===== src/rtl/hex_keypad_entry_if.sv =====
// Keypad entry bus: keypad matrix lines, clear request and entered-value outputs.
// The slave modport is the keypad scanner. The master modport is whoever
// drives the keypad lines and consumes the entered value.
interface hex_keypad_entry_if;
    logic [3:0]  row;
    logic [3:0]  col;
    logic        clear;
    logic [31:0] value;
    logic        key_valid;
    logic [3:0]  key_code;
    logic [3:0]  digit_count;

    modport slave (
        input  row,
        input  clear,
        output col,
        output value,
        output key_valid,
        output key_code,
        output digit_count
    );

    modport master (
        output row,
        output clear,
        input  col,
        input  value,
        input  key_valid,
        input  key_code,
        input  digit_count
    );
endinterface


===== src/rtl/hex_keypad_entry.sv =====
// Hex keypad scanner: drives the columns of a 4x4 matrix one at a time and
// samples the synchronised rows once per column dwell. At the end of each full
// scan it classifies the scan and feeds a debounce FSM. Every accepted key is
// shifted into an 8-nibble value, with the newest digit in nibble 0.
module hex_keypad_entry #(
    parameter int SCAN_DIV       = 150000,
    parameter int DEBOUNCE_SCANS = 4
) (
    input  logic               clk,
    input  logic               rst,
    hex_keypad_entry_if.slave  bus
);
    localparam int PW = (SCAN_DIV > 2) ? $clog2(SCAN_DIV) : 1;
    localparam int CW = (DEBOUNCE_SCANS > 1) ? $clog2(DEBOUNCE_SCANS + 1) : 1;
    localparam logic [PW-1:0] PRESC_MAX  = PW'(SCAN_DIV - 1);
    localparam logic [CW-1:0] DEB_TARGET = CW'(DEBOUNCE_SCANS);

    localparam logic [1:0] IDLE     = 2'd0;
    localparam logic [1:0] DEBOUNCE = 2'd1;
    localparam logic [1:0] HELD     = 2'd2;

    logic [3:0]    rowMeta_q, rowSync_q;
    logic [PW-1:0] prescaler_q;
    logic [1:0]    colIdx_q;
    logic [11:0]   snap_q;
    logic [1:0]    state_q, state_d;
    logic [3:0]    cand_q, cand_d;
    logic [CW-1:0] cnt_q, cnt_d;
    logic [CW-1:0] rel_q, rel_d;
    logic [31:0]   value_q, value_d;
    logic          keyValid_q;
    logic [3:0]    keyCode_q;
    logic [3:0]    digitCount_q, digitCount_d;

    logic          tick, scanEnd, accept;
    logic [15:0]   scanBits;
    logic [4:0]    hitCount;
    logic [3:0]    scanCode;
    logic          isNone, isSingle;

    assign tick     = (prescaler_q == PRESC_MAX);
    assign scanEnd  = tick && (colIdx_q == 2'd3);
    // Column 3 is never stored: it is taken live from the synchroniser on the scan-end tick.
    assign scanBits = {~rowSync_q, snap_q};
    assign isNone   = (scanBits == 16'h0000);
    assign isSingle = (hitCount == 5'd1);

    // Two-flop synchroniser for the asynchronous, active-low row lines
    always_ff @(posedge clk) begin
        if (rst) begin
            rowMeta_q <= 4'hF;
            rowSync_q <= 4'hF;
        end else begin
            rowMeta_q <= bus.row;
            rowSync_q <= rowMeta_q;
        end
    end

    // Column dwell prescaler, column stepping and per-column row capture
    always_ff @(posedge clk) begin
        if (rst) begin
            prescaler_q <= '0;
            colIdx_q    <= 2'd0;
            snap_q      <= '0;
        end else begin
            if (tick) begin
                prescaler_q <= '0;
                colIdx_q    <= colIdx_q + 2'd1;
                case (colIdx_q)
                    2'd0:    snap_q[3:0]  <= ~rowSync_q;
                    2'd1:    snap_q[7:4]  <= ~rowSync_q;
                    2'd2:    snap_q[11:8] <= ~rowSync_q;
                    default: snap_q       <= snap_q;
                endcase
            end else begin
                prescaler_q <= prescaler_q + PW'(1);
            end
        end
    end

    // Count pressed positions in the scan and encode the highest one as {col,row}
    always_comb begin
        hitCount = 5'd0;
        scanCode = 4'h0;
        for (int i = 0; i < 16; i++) begin
            if (scanBits[i]) begin
                hitCount = hitCount + 5'd1;
                scanCode = 4'(i);
            end
        end
    end

    // Debounce FSM: it advances only on scan-end ticks; a multi-key scan never qualifies as a press
    always_comb begin
        state_d = state_q;
        cand_d  = cand_q;
        cnt_d   = cnt_q;
        rel_d   = rel_q;
        accept  = 1'b0;
        if (scanEnd) begin
            case (state_q)
                IDLE: begin
                    if (isSingle) begin
                        cand_d = scanCode;
                        if (DEB_TARGET == CW'(1)) begin
                            accept  = 1'b1;
                            state_d = HELD;
                            cnt_d   = '0;
                            rel_d   = '0;
                        end else begin
                            cnt_d   = CW'(1);
                            state_d = DEBOUNCE;
                        end
                    end
                end
                DEBOUNCE: begin
                    if (isSingle && (scanCode == cand_q)) begin
                        if (cnt_q + CW'(1) == DEB_TARGET) begin
                            accept  = 1'b1;
                            state_d = HELD;
                            cnt_d   = '0;
                            rel_d   = '0;
                        end else begin
                            cnt_d = cnt_q + CW'(1);
                        end
                    end else begin
                        state_d = IDLE;
                        cnt_d   = '0;
                    end
                end
                HELD: begin
                    if (isNone) begin
                        if (rel_q + CW'(1) == DEB_TARGET) begin
                            state_d = IDLE;
                            rel_d   = '0;
                        end else begin
                            rel_d = rel_q + CW'(1);
                        end
                    end else begin
                        rel_d = '0;
                    end
                end
                default: begin
                    state_d = IDLE;
                    cnt_d   = '0;
                    rel_d   = '0;
                end
            endcase
        end
    end

    // Entered value and digit count: clear takes effect first, then any accepted digit is shifted in
    always_comb begin
        value_d      = bus.clear ? 32'h0 : value_q;
        digitCount_d = bus.clear ? 4'd0 : digitCount_q;
        if (accept) begin
            value_d = {value_d[27:0], scanCode};
            if (digitCount_d < 4'd8) begin
                digitCount_d = digitCount_d + 4'd1;
            end
        end
    end

    // FSM state and registered outputs
    always_ff @(posedge clk) begin
        if (rst) begin
            state_q      <= IDLE;
            cand_q       <= 4'h0;
            cnt_q        <= '0;
            rel_q        <= '0;
            value_q      <= 32'h0;
            keyValid_q   <= 1'b0;
            keyCode_q    <= 4'h0;
            digitCount_q <= 4'd0;
        end else begin
            state_q      <= state_d;
            cand_q       <= cand_d;
            cnt_q        <= cnt_d;
            rel_q        <= rel_d;
            value_q      <= value_d;
            keyValid_q   <= accept;
            digitCount_q <= digitCount_d;
            if (accept) begin
                keyCode_q <= scanCode;
            end
        end
    end

    assign bus.col         = ~(4'b0001 << colIdx_q);
    assign bus.value       = value_q;
    assign bus.key_valid   = keyValid_q;
    assign bus.key_code    = keyCode_q;
    assign bus.digit_count = digitCount_q;
endmodule

===== src/flat_wrapper.sv =====
// flat-port wrapper written by rule: the top's interface ports become plain ports
module hex_keypad_entry_flat 
#(
    parameter int SCAN_DIV       = 150000,
    parameter int DEBOUNCE_SCANS = 4
)
  (clk, rst, bus_row, bus_clear, bus_col, bus_value, bus_key_valid, bus_key_code, bus_digit_count);
  hex_keypad_entry_if bus_i ();
  input  logic clk;
  input  logic rst;
  input wire logic [$bits(bus_i.row)-1:0] bus_row;
  input wire logic [$bits(bus_i.clear)-1:0] bus_clear;
  output wire logic [$bits(bus_i.col)-1:0] bus_col;
  output wire logic [$bits(bus_i.value)-1:0] bus_value;
  output wire logic [$bits(bus_i.key_valid)-1:0] bus_key_valid;
  output wire logic [$bits(bus_i.key_code)-1:0] bus_key_code;
  output wire logic [$bits(bus_i.digit_count)-1:0] bus_digit_count;
  assign bus_i.row = bus_row;
  assign bus_i.clear = bus_clear;
  assign bus_col = bus_i.col;
  assign bus_value = bus_i.value;
  assign bus_key_valid = bus_i.key_valid;
  assign bus_key_code = bus_i.key_code;
  assign bus_digit_count = bus_i.digit_count;
  hex_keypad_entry #(.SCAN_DIV(SCAN_DIV), .DEBOUNCE_SCANS(DEBOUNCE_SCANS)) u_core (.clk(clk), .rst(rst), .bus(bus_i));
endmodule

===== config.mk =====
export PLATFORM = sky130hd
export DESIGN_NAME = hex_keypad_entry_flat
export DESIGN_NICKNAME = d
export VERILOG_FILES = /design/src/rtl/hex_keypad_entry_if.sv /design/src/rtl/hex_keypad_entry.sv /design/src/flat_wrapper.sv
export SDC_FILE = /design/constraint.sdc
export NUM_CORES = 1
export LEC_CHECK = 0
export CORE_ASPECT_RATIO = 1.4
export CORE_MARGIN = 2
export CORE_UTILIZATION = 45
export DETAILED_ROUTE_END_ITERATION = 8
export DONT_BUFFER_PORTS = 1
export HOLD_SLACK_MARGIN = 0.12
export PLACE_DENSITY = 0.61
export SLEW_MARGIN = 15
export SYNTH_ARGS = -nofsm -noshare
export SYNTH_HDL_FRONTEND = slang
export SYNTH_SLANG_ARGS = --single-unit

===== constraint.sdc =====
create_clock -name clk -period 11.24 [get_ports clk]
set_input_delay 0.562 -clock clk [delete_from_list [all_inputs] [get_ports clk]]
set_output_delay 0.562 -clock clk [all_outputs]
set_load 0.02 [all_outputs]

; ---- After elaboration in Yosys (flattened, before gate mapping)
; Index checks and enable logic that the tools add are counted.
[totals]
regBits = 93
latch_bits = 0
ramBits = 0
rom_bits = 0
inputBits = 7
output_inout_bits = 45
memories = 0
[op_classes]
add_sub_neg = 20
mul = 0
div = 0
magnitude_cmp = 1
eq_ne = 16
shifts = 1
muxes = 55
bitwise_logic = 4
reduce_logical = 14
[op_table]
columns = cell, count
row1 = $mux 5, 15
row2 = $add 5x1->5 const B, 14
row3 = $mux 32, 2
row4 = $mux 4, 11
row5 = $mux 3, 11
row6 = $add 18x1->18 const B, 1
row7 = $eq 18x18->1 const B, 1
row8 = $pmux 3 s3, 2
row9 = $logic_not 16->1, 1
row10 = $mux 2, 7
row11 = $ne 2x1->1 const B, 5
row12 = $not 4->4, 2
row13 = $add 3x1->3 const B, 2
row14 = $eq 2x2->1 const B, 3
row15 = $eq 3x3->1 const B, 2
row16 = $mux 1, 6
row17 = $pmux 2 s3, 1
row18 = $reduce_and 2->1, 3
row19 = $reduce_and 3->1, 2
row20 = $eq 5x1->1 const B, 1
row21 = $reduce_and 5->1, 1
row22 = $add 4x1->4 const B, 1
row23 = $eq 2x1->1 const B, 2
row24 = $eq 4x4->1, 1
row25 = other kinds (11), 14

; ---- Logic depth before layout (Yosys ltp)
; Gate-level depths: netlist (run 1).
[depth]
word_depth = 37
depth_mapped = 53
ltp_nobuf = 51

; ---- Least setup slack after synthesis (run 1)
; OpenSTA, ideal clock, no wires.
[synth_timing]
kind = reg2reg
from = register u_core.snap_q[0]
to = register u_core.cnt_q[2]
setup_time_ps = 127
arrival_time_ps = 9437
required_time_ps = 11113
path_slack_ps = 1676
path_stages_with_launch = 52
path_buffers = 0
cell_sequence = dfxtp_1 > inv_1 > ha_1 > xnor2_1 > inv_1 > ha_1 > nand2b_1 > o21a_1 > ha_1 > mux2_2 > ha_1 > nand2_1 > nand3_1 > ha_1 > a21o_1 > ha_1 > nand2_1 > o21ai_0 > (+16 left out) > nor2b_1 > a21o_1 > ha_1 > nand2b_1 > and2_1 > nand2_1 > ha_1 > nor2_1 > a31oi_1 > ha_1 > nand2b_1 > xnor2_1 > xnor2_1 > o311ai_1 > nor2_1 > nand3_1 > and4b_1 > or3_1
[synth_via]
elab_chain_cells = 35
[synth_rtl]
columns = element, line
row1 = "start, declared", hex_keypad_entry.sv:25  ; logic [11:0] snap_q;
row2 = "start signal, assigned", hex_keypad_entry.sv:70  ; 2'd0: snap_q[3:0] <= ~rowSync_q;
row3 = "start signal, assigned", hex_keypad_entry.sv:73  ; default: snap_q <= snap_q;
row4 = $mux 1 *, hex_keypad_entry.sv:86  ; if (scanBits[i]) begin
row5 = $add 1x1->2, hex_keypad_entry.sv:87  ; hitCount = hitCount + 5'd1;
row6 = $mux 5 *, hex_keypad_entry.sv:86
row7 = $add 5x1->5, hex_keypad_entry.sv:87
row8 = $mux 5 *, hex_keypad_entry.sv:86
row9 = $add 5x1->5, hex_keypad_entry.sv:87
row10 = $mux 5 *, hex_keypad_entry.sv:86
row11 = $add 5x1->5, hex_keypad_entry.sv:87
row12 = (+19 left out), -
row13 = $add 5x1->5, hex_keypad_entry.sv:87
row14 = $mux 5 *, hex_keypad_entry.sv:86
row15 = $add 5x1->5, hex_keypad_entry.sv:87
row16 = $mux 5 *, hex_keypad_entry.sv:86
row17 = $eq 5x1->1 *, hex_keypad_entry.sv:46  ; assign isSingle = (hitCount == 5'd1);
row18 = $logic_and 1x1->1, hex_keypad_entry.sv:117  ; if (isSingle && (scanCode == cand_q)) begin
row19 = $mux 3, hex_keypad_entry.sv:117
row20 = $pmux 3 s3, hex_keypad_entry.sv:101  ; case (state_q)
row21 = "end signal, assigned", hex_keypad_entry.sv:178  ; cnt_q <= cnt_d;
row22 = "end, declared", hex_keypad_entry.sv:28  ; logic [CW-1:0] cnt_q, cnt_d;
; Every way passes the cells marked *; elsewhere a longest branch is shown, timed or not.
; A chain may end at the register's enable or synchronous reset.

; ---- Worst setup path after layout (run 1)
[layout_timing]
from = register u_core.snap_q[1]
to = register u_core.cnt_q[2]
[layout_via]
elab_chain_cells = 33
[layout_rtl]
columns = element, line
row1 = $mux 5, hex_keypad_entry.sv:86
row2 = $add 5x1->5, hex_keypad_entry.sv:87
row3 = $mux 5, hex_keypad_entry.sv:86
row4 = $add 5x1->5, hex_keypad_entry.sv:87
row5 = $mux 5, hex_keypad_entry.sv:86
row6 = $add 5x1->5, hex_keypad_entry.sv:87
row7 = $mux 5, hex_keypad_entry.sv:86
row8 = $add 5x1->5, hex_keypad_entry.sv:87
row9 = (+17 left out), -
row10 = $add 5x1->5, hex_keypad_entry.sv:87
row11 = $mux 5, hex_keypad_entry.sv:86
row12 = $add 5x1->5, hex_keypad_entry.sv:87
row13 = $mux 5, hex_keypad_entry.sv:86
row14 = $eq 5x1->1, hex_keypad_entry.sv:46
row15 = $logic_and 1x1->1, hex_keypad_entry.sv:117
row16 = $mux 3, hex_keypad_entry.sv:117
row17 = $pmux 3 s3, hex_keypad_entry.sv:101
; Several ways; a longest one is shown, not always the timed one.

==> impl_metrics.json, run 1 <==
{
  "outcome": "complete, no violations",
  "rsz_0062_raised_after_global_routing": "no",
  "fp.dieArea_um2": 13200,
  "vdd.ir_drop.worst_mv": 0.0783,
  "grt.total_usage_pct": 16.4,
  "post_synth_instance_area_um2": 5510,
  "detail_route.vias_per_cell": 5.47,
  "area_occupied_by_multi_input_gates_um2": 3430,
  "detail_route.wl_per_cell_um": 13.9,
  "synth_cell_types": 68,
  "core-area_um2": 11900,
  "skew_ns": 0.0115,
  "power_per_cell_area_nw_per_um2": 112,
  "hp-class": "input port to flip-flop",
  "area_delta_synth_final_pct": 7.07,
  "numPortBuffers": 0,
  "tns_ns": 0,
  "ys_warn_count": 0,
  "antennaDiodeCount": 0,
  "globalRouteOverflowTotal": 0,
  "die_boundary_height_um": 135,
  "io_pins": 52,
  "vias": 4217,
  "layout-drive-gt1-share_pct": 8.01,
  "share_seq_of_total_power_pct": 50.7,
  "tritoncts": "yes",
  "numPlacedInstances": 754,
  "clk_pin_slew_worst_paths_ns": 0.07,
  "total_cts_buffers": 9,
  "worstSetupEndpointType": "flip-flop",
  "postSynthNetCount": 669,
  "finish.net_count": 652,
  "die_w_um": 97.5,
  "finalSetupViolCount": 0,
  "row_count": 47,
  "drt_first_pass_iters": 4,
  "timing.critical_path.slowest_stage_cell": "a2111oi_1",
  "syn_avg_cell_area_um2": 8.66,
  "first_pass_grt_wire_length_mm": 18.3,
  "cts_hold_repair.buffers": 0,
  "critPathMaxFanout": 6,
  "clockBufferDepth": 2,
  "antenna_violations_before_repair": 0,
  "grt_start_max_net_pins": 50,
  "cp_slowest_stage_delay_ns": 0.43,
  "route.final.wire_length_mm": 10.7,
  "gp_congestion": 0.839,
  "post_synth_inst_count": 636,
  "detail_route.drc_violations": 0,
  "cellInternalPower_uw": 514,
  "leakage_nw": 2.49,
  "synth.top_cells.by_area": "dfxtp_1 (34%), nor2_1 (7.4%), mux2i_1 (7.3%), xnor2_1 (6.0%), ha_1 (5.9%)",
  "synth-seq-area-share_pct": 33.8,
  "timing.critical_path.arrival_ns": 10.62,
  "initialDrtViolationCount": 241,
  "hpwlAfterDp_mm": 7.74,
  "period_needed_ns": 10.34,
  "switching_power_uw": 145,
  "power.share.switching_pct": 22.0,
  "maximum_achievable_frequency_ghz": 0.0967,
  "count_of_flip_flops_with_a_built_in_enable_after_synthesis": 0,
  "clkSinkCount": 93,
  "synth-main-ff-cell": "dfxtp_1",
  "post_synth_top_area_share_pct": 33.8,
  "slew-limit-headroom_pct": 54.3,
  "grt_pass1_vias": 3958,
  "ys_async_sr_fraction_pct": 0,
  "antenna_left": 0,
  "timing.critical_path.required_ns": 11.52,
  "worst_slew_pin_slew_ns": 0.679,
  "post-route-util_pct": 49.6,
  "clock_tree.htree_level_count": 3,
  "netlist.top_cell.by_area": "dfxtp_1",
  "synth.ff_latch_count": 93,
  "layout.area.seq_um2": 1860,
  "crit_path_frequent_cell": "ha_1",
  "final-hold-violation-count": 0,
  "final_min_period_over_clock_period_pct": 92.0,
  "cap_viol_max_count": 0,
  "timing_max_transition_violations_final": 0,
  "clk_latency_ns": 0.33,
  "comb_power_share_pct": 2.5,
  "cts_root_buffer": "clkbuf_16",
  "stdcell_count": 771,
  "worstSetupStartpointType": "flip-flop",
  "portion_of_total_power_attributed_to_the_clock_network_pct": 46.8,
  "initial_utilization_pct": 46.4,
  "num-fill-cells": 1155,
  "criticalPathCategory": "flip-flop to flip-flop"
}
synth_stat cells, drive strengths merged (8+ instances only):
cell / count
dfxtp: 93
inv: 23
nand2: 39
buf: 8
clkbuf: 23
nand4: 9
xnor2: 43
or2: 14
nor2: 109
o21ai: 16
nor2b: 12
mux2i: 40
xor2: 18
ha: 26
nand3: 21
a21oi: 35
nor3: 8
nand2b: 15
worst paths after layout:
check	start	to	depth (start not counted)	slack [ns]
max reg2reg	u_core.snap_q[1]	u_core.cnt_q[2]	52	0.90
min	rst	u_core.bus.key_code[3]	1	0.29
max	u_core.snap_q[1]	u_core.cnt_q[2]	52	0.90
min reg2reg	u_core.rowMeta_q[0]	u_core.rowSync_q[0]	1	0.41
worst max-delay path, delay by kind of cell, from the launching register on:
family / cells / cell delay [ns]
xor gates and xnor gates: 3 / 0.52
adders and majority gates: 14 / 4.07
buffers and inverters: 4 / 0.38
and+or+nand+nor: 18 / 2.09
muxes: 2 / 0.56
DFF: 1 / 0.37
AOI/OAI and AO/OA: 11 / 2.31
power groups by stage:
stage          Sequential [mW]  Combinational, mW  Clock, mW
4_1_cts                  0.334             0.0161      0.317
3_3_place_gp             0.342             0.0155          0
5_1_grt                  0.334             0.0191      0.332
6_report                 0.334             0.0166      0.309
3_5_place_dp             0.342             0.0159          0
2_1_floorplan            0.340             0.0161          0
sequential cells by signal, indices dropped and copies added, names as in the netlist:
signal                  count
u_core.state_q              2
u_core.rel_q                3
u_core.bus.key_code         4
u_core.rowSync_q            4
u_core.cand_q               4
u_core.bus.key_valid        1
u_core.bus.digit_count      4
u_core.colIdx_q             2
u_core.snap_q              12
u_core.prescaler_q         18
u_core.rowMeta_q            4
u_core.cnt_q                3
u_core.bus.value           32
what timing repair did:
action / CTS / global route
resized for setup: 0 / 4
setup buffers: 0 / 1
setup endpoints to repair: 0 / 46
placed cells by master, fill, tap and decap left out, drive strengths merged, types with 15 or more instances in the layout:
cell type and n:
ha 26, dfxtp 93, nand2 39, a21oi 35
nor2 109, nand3 21, o21ai 16, xor2 18
nand2b 15, xnor2 43, inv 25, mux2i 40
kinds of logic (layout without fill, tap and decap cells):
kind of cell,count (synthesis),count (layout),share of synthesized area [%]
compound gates,92,92,10.9
xor+xnor,66,66,13.9
fa+ha+maj,27,27,6.09
buf+inv,54,42,4.16
flops,93,93,33.8
mux,43,43,7.88
simple gates,261,261,23.2
stage by stage:
step	cell area (um2)	hold slack, ns	power, mW	setup WS (ns)
6_report	5900	0.295	0.660	0.899
5_1_grt	5900	0.273	0.685	0.0148
4_1_cts	5870	0.277	0.667	0.580
3_5_place_dp	5560	0.392	0.358	0.641
3_3_place_gp	5560	0.391	0.357	1.12
2_1_floorplan	5510	0.389	0.356	1.68
layout make-up:
type | instances | share of cell area [%]
timing repair buffer | 3 | 0.446
multi-input combinational | 489 | 58.1
inverter | 23 | 1.46
sequential | 93 | 31.6
clock inverter | 7 | 1.44
tap | 147 | 3.12
clock buffer | 9 | 3.82
metal layers:
metal	up-vias	GRT usage, %	wire, um
li1	2140	-	-
met1	1974	19.6	4710
met2	88	28.8	5300
met3	15	3.83	553
met4	0	5.71	179
met5	-	0	0
No activity file was read; power rests on OpenSTA's default activity.
==> run 2, diff against run 1 <==
--- a/config.mk
+++ b/config.mk
@@ -11,7 +11,6 @@
 export DETAILED_ROUTE_END_ITERATION = 8
 export DONT_BUFFER_PORTS = 1
 export HOLD_SLACK_MARGIN = 0.12
-export PLACE_DENSITY = 0.61
 export SLEW_MARGIN = 15
 export SYNTH_ARGS = -nofsm -noshare
 export SYNTH_HDL_FRONTEND = slang
==> impl_metrics.json, run 2 (synthesis gave the netlist of run 1 again) <==
{
  "outcome": "complete, no violations",
  "clock_tree.htree_level_count": 3,
  "grt.total_usage_pct": 16.6,
  "route.final.wire_length_mm": 10.8,
  "gp_congestion": 0.833,
  "die_w_um": 97.5,
  "initialDrtViolationCount": 159,
  "switching_power_uw": 151,
  "detail_route.wl_per_cell_um": 14.0,
  "place_ws_ns": 0.579,
  "critPathMaxFanout": 25,
  "cellInternalPower_uw": 493,
  "cp-endpoint": "u_core.bus.value[25]",
  "reg2reg_depth": 51,
  "cts_root_buffer": "clkbuf_16",
  "rsz_0062_raised_after_global_routing": "no",
  "most_common_cell_after_layout_fill_and_taps_aside": "nor2_1",
  "leakage_nw": 2.48,
  "vdd.ir_drop.worst_mv": 0.0699,
  "tns_ns": 0,
  "timing.critical_path.required_ns": 11.45,
  "first_pass_grt_wire_length_mm": 18.4,
  "skew_ns": 0.00942,
  "grt_pass1_vias": 4070,
  "ff2ff_setup_slack_ns": 0.92,
  "area_delta_synth_final_pct": 6.91,
  "finish.net_count": 651,
  "top_library_cells_by_usage_in_the_layout_fill_and_taps_aside": "nor2_1 (108), dfxtp_1 (92), mux2i_1 (40)",
  "layout-drive-gt1-share_pct": 8.35,
  "slew-limit-headroom_pct": 45.9,
  "initial_utilization_pct": 46.4,
  "maximum_achievable_frequency_ghz": 0.0969,
  "cp_slowest_stage_delay_ns": 0.36,
  "post-route-util_pct": 49.6,
  "finalSetupViolCount": 0,
  "antenna_violations_before_repair": 0,
  "critical_path.reg2reg.endpoint": "u_core.bus.value[25]",
  "final_min_period_over_clock_period_pct": 91.9,
  "worst_slew_pin_slew_ns": 0.801,
  "detail_route.drc_violations": 0,
  "largest_register_ff_count": 32,
  "detail_route.vias_per_cell": 5.37,
  "startpoint": "u_core.snap_q[0]",
  "portion_of_total_power_attributed_to_the_clock_network_pct": 45.7,
  "timing.critical_path.arrival_ns": 10.54,
  "antennaDiodeCount": 0,
  "holdPathStages": 1,
  "numPortBuffers": 0,
  "clk_pin_slew_worst_paths_ns": 0.07,
  "drt_first_pass_iters": 4,
  "row_count": 47,
  "share_seq_of_total_power_pct": 51.9,
  "cts_hold_repair.buffers": 0,
  "total_cts_buffers": 9,
  "vias": 4134,
  "globalRouteOverflowTotal": 0,
  "io_pins": 52,
  "power_per_cell_area_nw_per_um2": 109,
  "period_needed_ns": 10.32,
  "clockBufferDepth": 2,
  "timing_max_transition_violations_final": 0,
  "crit_path_frequent_cell": "ha_1",
  "worstSetupEndpointType": "flip-flop",
  "cap_viol_max_count": 0,
  "antenna_left": 0,
  "clkSinkCount": 93,
  "clk_latency_ns": 0.34,
  "grt_start_max_net_pins": 50,
  "layout.area.seq_um2": 1860,
  "die_boundary_height_um": 135,
  "fp.dieArea_um2": 13200,
  "worstSetupStartpointType": "flip-flop",
  "power.share.switching_pct": 23.4,
  "tritoncts": "yes",
  "area_occupied_by_multi_input_gates_um2": 3430,
  "hp-class": "input port to flip-flop",
  "rr_startpoint": "u_core.snap_q[0]",
  "num-fill-cells": 1172,
  "timing.critical_path.slowest_stage_cell": "a211o_1",
  "final-hold-violation-count": 0,
  "cts.repair_timing.setup_buffer_count": 0,
  "hpwlAfterDp_mm": 7.89,
  "core-area_um2": 11900,
  "setup_slack_ns": 0.915,
  "criticalPathCategory": "flip-flop to flip-flop",
  "comb_power_share_pct": 2.4
}
-- run 2: changes by cell type in the layout (fill, tap and decap cells not counted), sizes merged --
cell | previous run | this run
buf | 3 | 2
bufinv | 1 | 0
clkinv | 3 | 2
inv | 25 | 27
-- run 2: repair_timing --
item                                   in CTS  in global routing
gates resized for setup                     0                 10
endpoints found under the hold margin       0                  0
setup endpoints to repair                   0                 28
-- run 2: area by class of cell --
type                            instances  share of cell area [%]
Clock buffer                            9                    3.82
Clock inverter                          7                    1.10
Inverter                               23                    1.47
Multi-Input combinational cell        489                    58.3
Sequential cell                        93                    31.6
Tap cell                              147                    3.12
Timing Repair Buffer                    2                   0.510
-- run 2: worst min path at each step --
| stage | startpoint | to | slack [ns] |
|---|---|---|---|
| floorplan | u_core.rowMeta_q[0] | u_core.rowSync_q[0] | 0.39 |
| global placement | u_core.rowMeta_q[0] | u_core.rowSync_q[0] | 0.39 |
| detailed placement | u_core.rowMeta_q[2] | u_core.rowSync_q[2] | 0.39 |
| CTS | rst | u_core.bus.digit_count[2] | 0.27 |
| global route | rst | u_core.bus.digit_count[2] | 0.27 |
| finish | rst | u_core.bus.digit_count[2] | 0.28 |
-- run 2: layer usage --
metal | share of wire [%] | vias to the layer above | global-route usage (%)
met4 | 1.6 | 0 | 5.71
li1 | - | 2149 | -
met2 | 50 | 58 | 29.5
met1 | 44 | 1915 | 19.5
met5 | 0 | - | 0
met3 | 4.2 | 12 | 3.83
-- run 2: power groups by stage --
stage,Clock [mW],Combinational (mW),Sequential [mW]
finish,0.294,0.0155,0.334
global route,0.315,0.0172,0.334
CTS,0.302,0.0153,0.334
detailed placement,0,0.0153,0.342
global placement,0,0.0148,0.342
floorplan,0,0.0161,0.340
-- run 2: critical path: cells and delay by family, from the launching register on --
family	cells	cell delay [ns]
flops	1	0.33
simple gates	20	2.38
fa+ha+maj	14	4.06
mux	3	0.77
buf+inv	3	0.54
compound gates	11	2.07
-- run 2: metrics by stage --
step | cell area (um2) | hold WS, ns | power [mW] | instances
floorplan | 5510 | 0.389 | 0.356 | 636
global placement | 5560 | 0.391 | 0.357 | 754
global route | 5890 | 0.268 | 0.667 | 770
finish | 5890 | 0.281 | 0.644 | 770
CTS | 5850 | 0.270 | 0.652 | 770
detailed placement | 5560 | 0.392 | 0.357 | 754
==> run 3, diff against run 2 <==
--- a/config.mk
+++ b/config.mk
@@ -5,12 +5,12 @@
 export SDC_FILE = /design/constraint.sdc
 export NUM_CORES = 1
 export LEC_CHECK = 0
-export CORE_ASPECT_RATIO = 1.4
+export CORE_ASPECT_RATIO = 0.8
 export CORE_MARGIN = 2
 export CORE_UTILIZATION = 45
 export DETAILED_ROUTE_END_ITERATION = 8
 export DONT_BUFFER_PORTS = 1
-export HOLD_SLACK_MARGIN = 0.12
+export HOLD_SLACK_MARGIN = 0.03
 export SLEW_MARGIN = 15
 export SYNTH_ARGS = -nofsm -noshare
 export SYNTH_HDL_FRONTEND = slang
==> impl_metrics.json, run 3 (synthesis gave the netlist of run 1 again) <==
{
  "layout-drive-gt1-share_pct": 8.92,
  "timing.critical_path.arrival_ns": 10.68,
  "die_w_um": 128,
  "stdcell_count": 780,
  "area_delta_synth_final_pct": 8.84,
  "timing.critical_path.required_ns": 11.51,
  "tns_ns": 0,
  "initialDrtViolationCount": 275,
  "cap_viol_max_count": 0,
  "worst_slew_pin_slew_ns": 0.849,
  "clkSinkCount": 93,
  "top_library_cells_by_usage_in_the_layout_fill_and_taps_aside": "nor2_1 (108), dfxtp_1 (93), mux2i_1 (40)",
  "clockBufferDepth": 2,
  "clk_pin_slew_worst_paths_ns": 0.06,
  "leakage_nw": 2.54,
  "first_pass_grt_wire_length_mm": 18.2,
  "io_pins": 52,
  "cp_slowest_stage_delay_ns": 0.45,
  "tritoncts": "yes",
  "final-hold-violation-count": 0,
  "timing.hold.ws_ns": 0.304,
  "cts_hold_repair.buffers": 0,
  "most_common_cell_after_layout_fill_and_taps_aside": "nor2_1",
  "vdd.ir_drop.worst_mv": 0.0770,
  "antenna_violations_before_repair": 0,
  "fp.dieArea_um2": 13100,
  "clock_tree.htree_level_count": 3,
  "outcome": "complete, no violations",
  "final_min_period_over_clock_period_pct": 92.6,
  "vias": 4191,
  "slew-limit-headroom_pct": 42.7,
  "rsz_0062_raised_after_global_routing": "no",
  "detail_route.vias_per_cell": 5.37,
  "crit_path_frequent_cell": "ha_1",
  "grt_start_max_net_pins": 50,
  "finalSetupViolCount": 0,
  "timing_max_transition_violations_final": 0,
  "hpwlAfterDp_mm": 8.04,
  "antenna_left": 0,
  "drt_first_pass_iters": 4,
  "holdPathStages": 1,
  "total_cts_buffers": 9,
  "criticalPathCategory": "flip-flop to flip-flop",
  "grt_pass1_vias": 3903,
  "hp-class": "input port to flip-flop",
  "finish.net_count": 656,
  "worstSetupEndpointType": "flip-flop",
  "timing.critical_path.slowest_stage_cell": "a2111o_1",
  "largest_register_ff_count": 32,
  "skew_ns": 0.00869,
  "row_count": 36,
  "timing.critical_path.max_delay_family": "adder cells",
  "initial_utilization_pct": 45.6,
  "grt.total_usage_pct": 16.9,
  "cp.depth": 51,
  "critPathMaxFanout": 7,
  "antennaDiodeCount": 0,
  "route.final.wire_length_mm": 10.9,
  "worstSetupStartpointType": "flip-flop",
  "power_per_cell_area_nw_per_um2": 117,
  "period_needed_ns": 10.41,
  "core-area_um2": 12100,
  "clk_latency_ns": 0.34,
  "die_boundary_height_um": 103,
  "cp.buffers_inverters": 3,
  "gp_congestion": 0.857,
  "design_power_total_uw": 704,
  "globalRouteOverflowTotal": 0,
  "detail_route.drc_violations": 0,
  "numPortBuffers": 0,
  "numPlacedInstances": 760,
  "detail_route.wl_per_cell_um": 14.0,
  "cts_root_buffer": "clkbuf_16",
  "reg2reg_depth": 51,
  "maximum_achievable_frequency_ghz": 0.0960
}
run 3: changes by cell type in the layout (fill, tap and decap cells not counted), sizes merged:
cell / delta
buf: +5
clkinv: -2
bufinv: +3
clkinvlp: -1
run 3: worst paths after layout:
| check | startpoint | endpoint | slack [ns] |
|---|---|---|---|
| min | rst | u_core.bus.digit_count[2] | 0.30 |
| max | u_core.snap_q[1] | u_core.rel_q[0] | 0.83 |
| min reg2reg | u_core.rowMeta_q[2] | u_core.rowSync_q[2] | 0.43 |
| max reg2reg | u_core.snap_q[1] | u_core.rel_q[0] | 0.83 |
run 3: power breakdown:
group	switching [mW]	total, mW	internal, mW
logic	0.0101	0.0167	0.00658
clock network	0.132	0.353	0.221
registers	0.00286	0.334	0.332
total	0.145	0.704	0.559
run 3: timing repair:
item / 4_1_cts / 5_1_grt
hold endpoints to repair: 0 / 0
endpoints found under the setup margin: 0 / 44
buffers inserted: 0 / 4
gates resized for setup: 0 / 5
run 3: per-layer routing:
metal	part of all wire (%)	routed length, um	global-route usage [%]
met5	0	0	0
met1	50	5440	23.6
met2	43	4730	26.2
met4	0.80	87	3.80
met3	6.0	659	4.98
run 3: stage by stage:
step	setup WS [ns]	instance area, um2	utilization [%]
3_5_place_dp	0.278	5580	46.2
2_1_floorplan	1.68	5510	-
6_report	0.827	5990	49.7
3_3_place_gp	0.714	5580	46.2
5_1_grt	0.0306	5990	49.7
4_1_cts	0.211	5930	49.1
run 3: layout make-up:
type	instances	area, um2
clock buffer	9	225
fill	1151	6080
tap	152	190
timing repair buffer	7	65.1
sequential	93	1860
multi-input combinational	489	3440
clock inverter	7	128
inverter	23	86.3
